File: src/rtl/writeback_arbiter_if.sv
// Writeback bundle: ALU/LSU results in, register-file write port and scoreboard queries out.
// master drives results and queries; slave is the arbiter.
interface writeback_arbiter_if;
   logic        alu_valid;
   logic [4:0]  alu_rd;
   logic [31:0] alu_data;
   logic        lsu_valid;
   logic [4:0]  lsu_rd;
   logic [31:0] lsu_data;
   logic        lsu_ready;
   logic        rf_write_en;
   logic [4:0]  rf_write_id;
   logic [31:0] rf_write_data;
   logic [4:0]  query1_id;
   logic [4:0]  query2_id;
   logic        busy1;
   logic        busy2;

   modport master (
      output alu_valid, alu_rd, alu_data, lsu_valid, lsu_rd, lsu_data, query1_id, query2_id,
      input  lsu_ready, rf_write_en, rf_write_id, rf_write_data, busy1, busy2
   );

   modport slave (
      input  alu_valid, alu_rd, alu_data, lsu_valid, lsu_rd, lsu_data, query1_id, query2_id,
      output lsu_ready, rf_write_en, rf_write_id, rf_write_data, busy1, busy2
   );
endinterface

File: src/rtl/writeback_arbiter.sv
// Merges ALU and buffered LSU results onto one register-file write port; write lands one cycle after selection.
// ALU is never stalled; LSU is back-pressured by lsu_ready = registered count < DEPTH.
module writeback_arbiter #(
   parameter int DEPTH = 2
) (
   input  logic                 clk,
   input  logic                 reset_n,
   writeback_arbiter_if.slave   wb
);
   localparam int PW = $clog2(DEPTH);
   localparam int CW = PW + 1;
   localparam logic [CW-1:0] FULL_CNT = CW'(DEPTH);

   typedef struct packed {
      logic        live;
      logic [4:0]  rd;
      logic [31:0] data;
   } entry_t;

   entry_t        entries [DEPTH];
   logic [PW-1:0] wr_ptr;
   logic [PW-1:0] rd_ptr;
   logic [CW-1:0] count;

   entry_t      head;
   logic        alu_sel;
   logic        lsu_wr;
   logic        head_live;
   logic        bypass;
   logic        deq;
   logic        enq;
   logic        sel_en;
   logic [4:0]  sel_id;
   logic [31:0] sel_data;
   logic        hit1;
   logic        hit2;

   assign wb.lsu_ready = reset_n && (count < FULL_CNT);

   always_comb begin
      head      = entries[rd_ptr];
      alu_sel   = wb.alu_valid && (wb.alu_rd != 5'd0);
      lsu_wr    = wb.lsu_valid && wb.lsu_ready && (wb.lsu_rd != 5'd0);
      head_live = (count != '0) && head.live;
      // A dead sole entry is popped this cycle, so the FIFO counts as empty for bypass.
      bypass    = !alu_sel && lsu_wr &&
                  ((count == '0) || ((count == CW'(1)) && !head.live));
      deq       = !alu_sel && (count != '0);
      enq       = lsu_wr && !bypass;

      sel_en   = 1'b0;
      sel_id   = wb.alu_rd;
      sel_data = wb.alu_data;
      if (alu_sel) begin
         sel_en = 1'b1;
      end else if (head_live) begin
         sel_en   = 1'b1;
         sel_id   = head.rd;
         sel_data = head.data;
      end else if (bypass) begin
         sel_en   = 1'b1;
         sel_id   = wb.lsu_rd;
         sel_data = wb.lsu_data;
      end
   end

   always_comb begin
      hit1 = 1'b0;
      hit2 = 1'b0;
      for (int i = 0; i < DEPTH; i++) begin
         if (entries[i].live && (entries[i].rd == wb.query1_id)) hit1 = 1'b1;
         if (entries[i].live && (entries[i].rd == wb.query2_id)) hit2 = 1'b1;
      end
   end

   assign wb.busy1 = reset_n && (wb.query1_id != 5'd0) && hit1;
   assign wb.busy2 = reset_n && (wb.query2_id != 5'd0) && hit2;

   always_ff @(posedge clk) begin
      if (!reset_n) begin
         count            <= '0;
         wr_ptr           <= '0;
         rd_ptr           <= '0;
         wb.rf_write_en   <= 1'b0;
         wb.rf_write_id   <= 5'd0;
         wb.rf_write_data <= 32'd0;
         for (int i = 0; i < DEPTH; i++) entries[i].live <= 1'b0;
      end else begin
         wb.rf_write_en <= sel_en;
         if (sel_en) begin
            wb.rf_write_id   <= sel_id;
            wb.rf_write_data <= sel_data;
         end
         // A younger ALU write makes any older pending result for the same rd obsolete.
         for (int i = 0; i < DEPTH; i++) begin
            if (alu_sel && (entries[i].rd == wb.alu_rd)) entries[i].live <= 1'b0;
         end
         if (deq) begin
            entries[rd_ptr].live <= 1'b0;
            rd_ptr               <= rd_ptr + PW'(1);
         end
         if (enq) begin
            entries[wr_ptr] <= '{live: !(alu_sel && (wb.lsu_rd == wb.alu_rd)),
                                 rd: wb.lsu_rd, data: wb.lsu_data};
            wr_ptr          <= wr_ptr + PW'(1);
         end
         count <= count + CW'(enq) - CW'(deq);
      end
   end
endmodule

File: src/flat_wrapper.sv
// flat-port wrapper written by rule: the top's interface ports become plain ports
module writeback_arbiter_flat 
#(
   parameter int DEPTH = 2
)
  (clk, reset_n, wb_alu_valid, wb_alu_rd, wb_alu_data, wb_lsu_valid, wb_lsu_rd, wb_lsu_data, wb_query1_id, wb_query2_id, wb_lsu_ready, wb_rf_write_en, wb_rf_write_id, wb_rf_write_data, wb_busy1, wb_busy2);
  writeback_arbiter_if wb_i ();
  input  logic clk;
  input  logic reset_n;
  input wire logic [$bits(wb_i.alu_valid)-1:0] wb_alu_valid;
  input wire logic [$bits(wb_i.alu_rd)-1:0] wb_alu_rd;
  input wire logic [$bits(wb_i.alu_data)-1:0] wb_alu_data;
  input wire logic [$bits(wb_i.lsu_valid)-1:0] wb_lsu_valid;
  input wire logic [$bits(wb_i.lsu_rd)-1:0] wb_lsu_rd;
  input wire logic [$bits(wb_i.lsu_data)-1:0] wb_lsu_data;
  input wire logic [$bits(wb_i.query1_id)-1:0] wb_query1_id;
  input wire logic [$bits(wb_i.query2_id)-1:0] wb_query2_id;
  output wire logic [$bits(wb_i.lsu_ready)-1:0] wb_lsu_ready;
  output wire logic [$bits(wb_i.rf_write_en)-1:0] wb_rf_write_en;
  output wire logic [$bits(wb_i.rf_write_id)-1:0] wb_rf_write_id;
  output wire logic [$bits(wb_i.rf_write_data)-1:0] wb_rf_write_data;
  output wire logic [$bits(wb_i.busy1)-1:0] wb_busy1;
  output wire logic [$bits(wb_i.busy2)-1:0] wb_busy2;
  assign wb_i.alu_valid = wb_alu_valid;
  assign wb_i.alu_rd = wb_alu_rd;
  assign wb_i.alu_data = wb_alu_data;
  assign wb_i.lsu_valid = wb_lsu_valid;
  assign wb_i.lsu_rd = wb_lsu_rd;
  assign wb_i.lsu_data = wb_lsu_data;
  assign wb_i.query1_id = wb_query1_id;
  assign wb_i.query2_id = wb_query2_id;
  assign wb_lsu_ready = wb_i.lsu_ready;
  assign wb_rf_write_en = wb_i.rf_write_en;
  assign wb_rf_write_id = wb_i.rf_write_id;
  assign wb_rf_write_data = wb_i.rf_write_data;
  assign wb_busy1 = wb_i.busy1;
  assign wb_busy2 = wb_i.busy2;
  writeback_arbiter #(.DEPTH(DEPTH)) u_core (.clk(clk), .reset_n(reset_n), .wb(wb_i));
endmodule
File: config.mk
export PLATFORM = sky130hd
export DESIGN_NAME = writeback_arbiter_flat
export DESIGN_NICKNAME = d
export VERILOG_FILES = /design/src/rtl/writeback_arbiter_if.sv /design/src/rtl/writeback_arbiter.sv /design/src/flat_wrapper.sv
export SDC_FILE = /design/constraint.sdc
export NUM_CORES = 1
export LEC_CHECK = 0
export CAP_MARGIN = 10
export CORE_AREA = 2 2 121 123
export DETAILED_ROUTE_END_ITERATION = 8
export DIE_AREA = 0 0 123 125
export GPL_ROUTABILITY_DRIVEN = 0
export PLACE_DENSITY = 0.8
export SYNTH_ARGS = -nofsm -noshare
export SYNTH_HDL_FRONTEND = slang
export SYNTH_SLANG_ARGS = --single-unit
File: constraint.sdc
create_clock -name clk -period 3.15 [get_ports clk]
set_input_delay 0.4725 -clock clk [delete_from_list [all_inputs] [get_ports clk]]
set_output_delay 0.4725 -clock clk [all_outputs]
set_load 0.005 [all_outputs]
Word-level counts from Yosys, hierarchy flattened
Memory sizes are Yosys's and may differ from the RTL's. A register that Yosys moved wholly into a read port is not among the register bits.
Index checks and enable logic that the tools add are counted.
- register bits after elaboration: 42
- RAM bits: 76
- word-level logic and storage cells: 88
- memories kept: 1
- $add $sub $neg: 4
- $lt $le $gt $ge: 1
- equal/unequal tests: 8
- multiplexer cells: 33
- bitwise logic cells: 2
- reduce and logical (&&, ||, !) cells: 33
- memories (name ; words ; bits a word ; rd ports ; clocked after memory_dff ; write ports ; line ; source):
    u_core.entries ; 2 ; 38 ; 3 ; 1 ; 3 ; writeback_arbiter.sv:20 ; entry_t entries [DEPTH];
- operator list (operator ; count):
    $mux W32 ; 3
    $mux W38 ; 1
    $reduce_or A38 Y1 ; 1
    $eq A5 B5 Y1 ; 7
    $mux W1 ; 25
    $logic_and A1 B1 Y1 ; 21
    $reduce_bool A5 Y1 ; 4
    $mux W5 ; 3
    $logic_not A1 Y1 ; 4
    $add A1 B1 Y1 const B ; 2
    $add A2 B1 Y2 ; 1
    $eq A2 B1 Y1 const B ; 1
    $logic_not A2 Y1 ; 1
    $lt A2 B2 Y1 const B ; 1
    $mux W2 ; 1
    $or A1 B1 Y1 ; 2
    $reduce_bool A2 Y1 ; 1
    $sub A2 B1 Y2 ; 1
    $logic_or A1 B1 Y1 ; 1

Longest topological paths before layout
- word-level depth: 11
- mapped depth: 10
- depth with buffers taken out: 9

Least setup slack after synthesis
OpenSTA, ideal clock, no wires.
- kind: input-to-reg
- from: input port wb_alu_rd[4]
- to: memory u_core.entries[0][0] in the netlist's numbering (enable)
- arrival time: 2.732 ns
- slack: -0.014 ns
- stages: 5
- path buffers: 2
- path through: clkbuf_1 o21a_1 buf_2 o21ai_2 nor2_1
- RTL lines (element ; line ; source):
    start, declared ; flat_wrapper.sv:11 ; input wire logic [$bits(wb_i.alu_rd)-1:0] wb_alu_rd;
    end, declared ; writeback_arbiter.sv:20 ;

Final worst setup path
- from: input port wb_query2_id[0]
- to: output port wb_busy2
- longest elaborated chain between the ends: 5
- elaborated cells between the ends (all ways): 9
- classes of those cells: 2 x eq/ne; 2 x mux; 5 x reduce/logical
- RTL lines (element ; line ; source):
    start, declared ; flat_wrapper.sv:17 ; input wire logic [$bits(wb_i.query2_id)-1:0] wb_query2_id;
    $eq A5 B5 Y1 ; writeback_arbiter.sv:72 ; if (entries[i].live && (entries[i].rd == wb.query2_id)) hit2 = 1'b1;
    $logic_and A1 B1 Y1 ; writeback_arbiter.sv:72 ;
    $mux W1 (2 in series) ; writeback_arbiter.sv:72 ;
    $logic_and A1 B1 Y1 (*) ; writeback_arbiter.sv:77 ; assign wb.busy2 = reset_n && (wb.query2_id != 5'd0) && hit2;
    end, declared ; flat_wrapper.sv:23 ; output wire logic [$bits(wb_i.busy2)-1:0] wb_busy2;
Every way passes the cells marked *; elsewhere a longest branch is shown, timed or not.

==> reports/metrics.cfg <==
[run_status]
status=complete, no violations

[yosys]
seq_area_frac_synth=0.566
async_reset_ff_frac=0
yosys_warnings=0
synth_edf_count=76
synth_fp_nets=543
synth.distinct_cells=44
ys.flop_type=edfxtp_1
syn-cell-area_mm2=0.00555
syn_area_per_cell_um2=12.3
syn-instance-count=453
ys_ff_latch=119

[timing]
tightest_slew_ps=1150
finalCritPeriodShare=0.861
final_max_slew_viol_count=0
hold_violations=0
whs_ps=481
period_minus_slack_ps=2710
rsz0062_at_grt=no
skew_ps=7.79
slew_headroom=0.228
fin_tns_setup_ps=0
fmax_mhz=369
setup_violations=0

[critical_path]
slowest_delay_ps=520
startpoint_type=input port
cp_cell_sequence=clkdlybuf4s50_1 -> xor2_1 -> nor4_1 -> nand3_1 -> a21oi_1 -> clkdlybuf4s50_1
worstSetupPathType=in -> out
cpMostUsedCell=clkdlybuf4s50_1
worstPathArrival_ps=2240
cp.buffers_inverters=2
cp_max_fo=3
crit_path_end_kind=output pin
cp_slowest_cell=clkdlybuf4s50_1
cp.required_ps=2680
path_delay_family=buffers and inverters

[floorplanning]
start_util=0.391
ios=129
core-area_mm2=0.0142
num_rows=44
dieArea_mm2=0.0154
dieWidth_um=123
fp.dieH_um=125

[finish]
diodes=0
mostFrequentLayoutCells=127 x clkdlybuf4s50_1, 76 x edfxtp_1, 42 x dfxtp_1
final_util=0.533
area_growth_pct=36.3
layout_commonest_cell=clkdlybuf4s50_1
stdcell_count=772
drive_above_1_share=0.100
fin_area_mm2=0.00757
nets=665

[routing]
ant_nets=0
dr.pass1.iters=5
dr.first_iter.drc_count=309
vias_per_cell=5.87
vias=4530
drc=0
wl_um=15200
drt-wirelength-per-cell_um=19.7

[clocking]
cts_made_buffers=17
htreeDepth=4
cts_tree=yes
cts.hold.buffers_added=0
cts-root-buf=clkbuf_16
post-cts-setup-buffers=0
cts-resized-gates=0
clk_latency_ps=410
clock_path_buffers=2
cts_sinks=119
clk_pin_slew_worst_paths_ps=50

[grt]
grt.overflow.total=0
grt.total_usage=0.204
antenna_found_initial=0
grt_pass1_wl_um=24300
grt_max_degree=70
first_global_vias=4666

[hold_path]
min_path_type=reg -> reg

[placed_design]
hpwl_um=10000
port-buffer-count=128
place_area_mm2=0.00703
numPlacedInstances=740

[flow_run]
max-cap-violations=0

[pwr]
vdd_drop_max_mv=0.367
leakagePower_nw=2.48
p_per_area_mw_per_mm2=632

[worst paths after layout]
check / slack [ps] / start / to / cells past startpoint
max: 440 / wb_query2_id[0] / wb_busy2 / 6
min: 480 / u_core.wb.rf_write_data[1] / u_core.wb.rf_write_data[1] / 1
max reg2reg: 450 / u_core.entries[0][37] / u_core.wb.rf_write_data[31] / 5
min reg2reg: 480 / u_core.wb.rf_write_data[1] / u_core.wb.rf_write_data[1] / 1
[registers in the layout, summed over array words and instances (netlist names), named ones only]
register and flops:
u_core.wb.rf_write_en 1, u_core.rd_ptr 1, u_core.wr_ptr 1, u_core.wb.rf_write_data 32, u_core.count 2, u_core.wb.rf_write_id 5
u_core.entries 76
[where the power goes]
part | switching [mW] | internal (mW)
sequential | 0.0939 | 1.82
clock | 0.637 | 1.11
combinational | 0.623 | 0.503
[final cells by class]
class,instances,area (um^2)
Multi-Input combinational cell,278,2190
Clock inverter,4,18.8
Fill cell,1179,6630
Inverter,10,37.5
Clock buffer,28,518
Timing Repair Buffer,149,1430
Tap cell,184,230
Sequential cell,119,3140
[through the flow]
stage | power, mW | setup WS (ps)
2_1_floorplan | 2.54 | 603
3_3_place_gp | 3.02 | 228
3_5_place_dp | 3.07 | 89.3
4_1_cts | 4.81 | 444
5_1_grt | 5.00 | 275
6_report | 4.79 | 438
[worst reg2reg max path: stages (launching register included)]
cell	delay [ps]
edfxtp_1	480
mux2i_4	460
buf_4	370
or2_2	690
a211oi_1	270
a221o_1	310
[synthesized netlist by cell type (2+ instances only)]
| cell | instances | area [um^2] |
|---|---|---|
| nand3_1 | 6 | 30.0 |
| buf_2 | 6 | 30.0 |
| o221ai_1 | 5 | 43.8 |
| o21ai_0 | 4 | 20.0 |
| ha_1 | 2 | 25.0 |
| a221o_1 | 32 | 320 |
| a211oi_1 | 32 | 240 |
| nor3_1 | 10 | 50.1 |
| a2111oi_0 | 32 | 280 |
| xnor2_1 | 11 | 96.3 |
| or4_1 | 3 | 22.5 |
| xor2_1 | 26 | 228 |
| edfxtp_1 | 76 | 2280 |
| o211ai_1 | 34 | 255 |
| clkbuf_1 | 34 | 128 |
| a31oi_1 | 5 | 31.3 |
| nor2_1 | 8 | 30.0 |
| inv_1 | 10 | 37.5 |
| dfxtp_1 | 43 | 861 |
| nor2b_1 | 32 | 200 |
| nand2_1 | 4 | 15.0 |
| buf_6 | 4 | 45.0 |
| nor4_1 | 4 | 25.0 |
| a21oi_1 | 4 | 20.0 |
| mux2i_1 | 7 | 70.1 |
[cells by family (layout without fill, tap and decap cells)]
logic type / count (synthesis) / in the layout / share of synthesized area
buffers and inverters: 56 / 191 / 0.0455
flip-flops: 119 / 119 / 0.566
XOR/XNOR: 37 / 37 / 0.0583
adder cells (fa/ha/maj): 2 / 2 / 0.00450
multiplexers: 7 / 7 / 0.0126
AO/OA/AOI/OAI: 155 / 155 / 0.230
AND/OR/NAND/NOR: 77 / 77 / 0.0829
[layer usage]
metal | up-vias | part of all wire | track usage
met5 | - | 0 | 0
met4 | 0 | 0.024 | 0.0922
met3 | 42 | 0.065 | 0.0488
met2 | 182 | 0.49 | 0.333
met1 | 2230 | 0.42 | 0.255
li1 | 2076 | - | -
(Power assumes the default switching activity.)
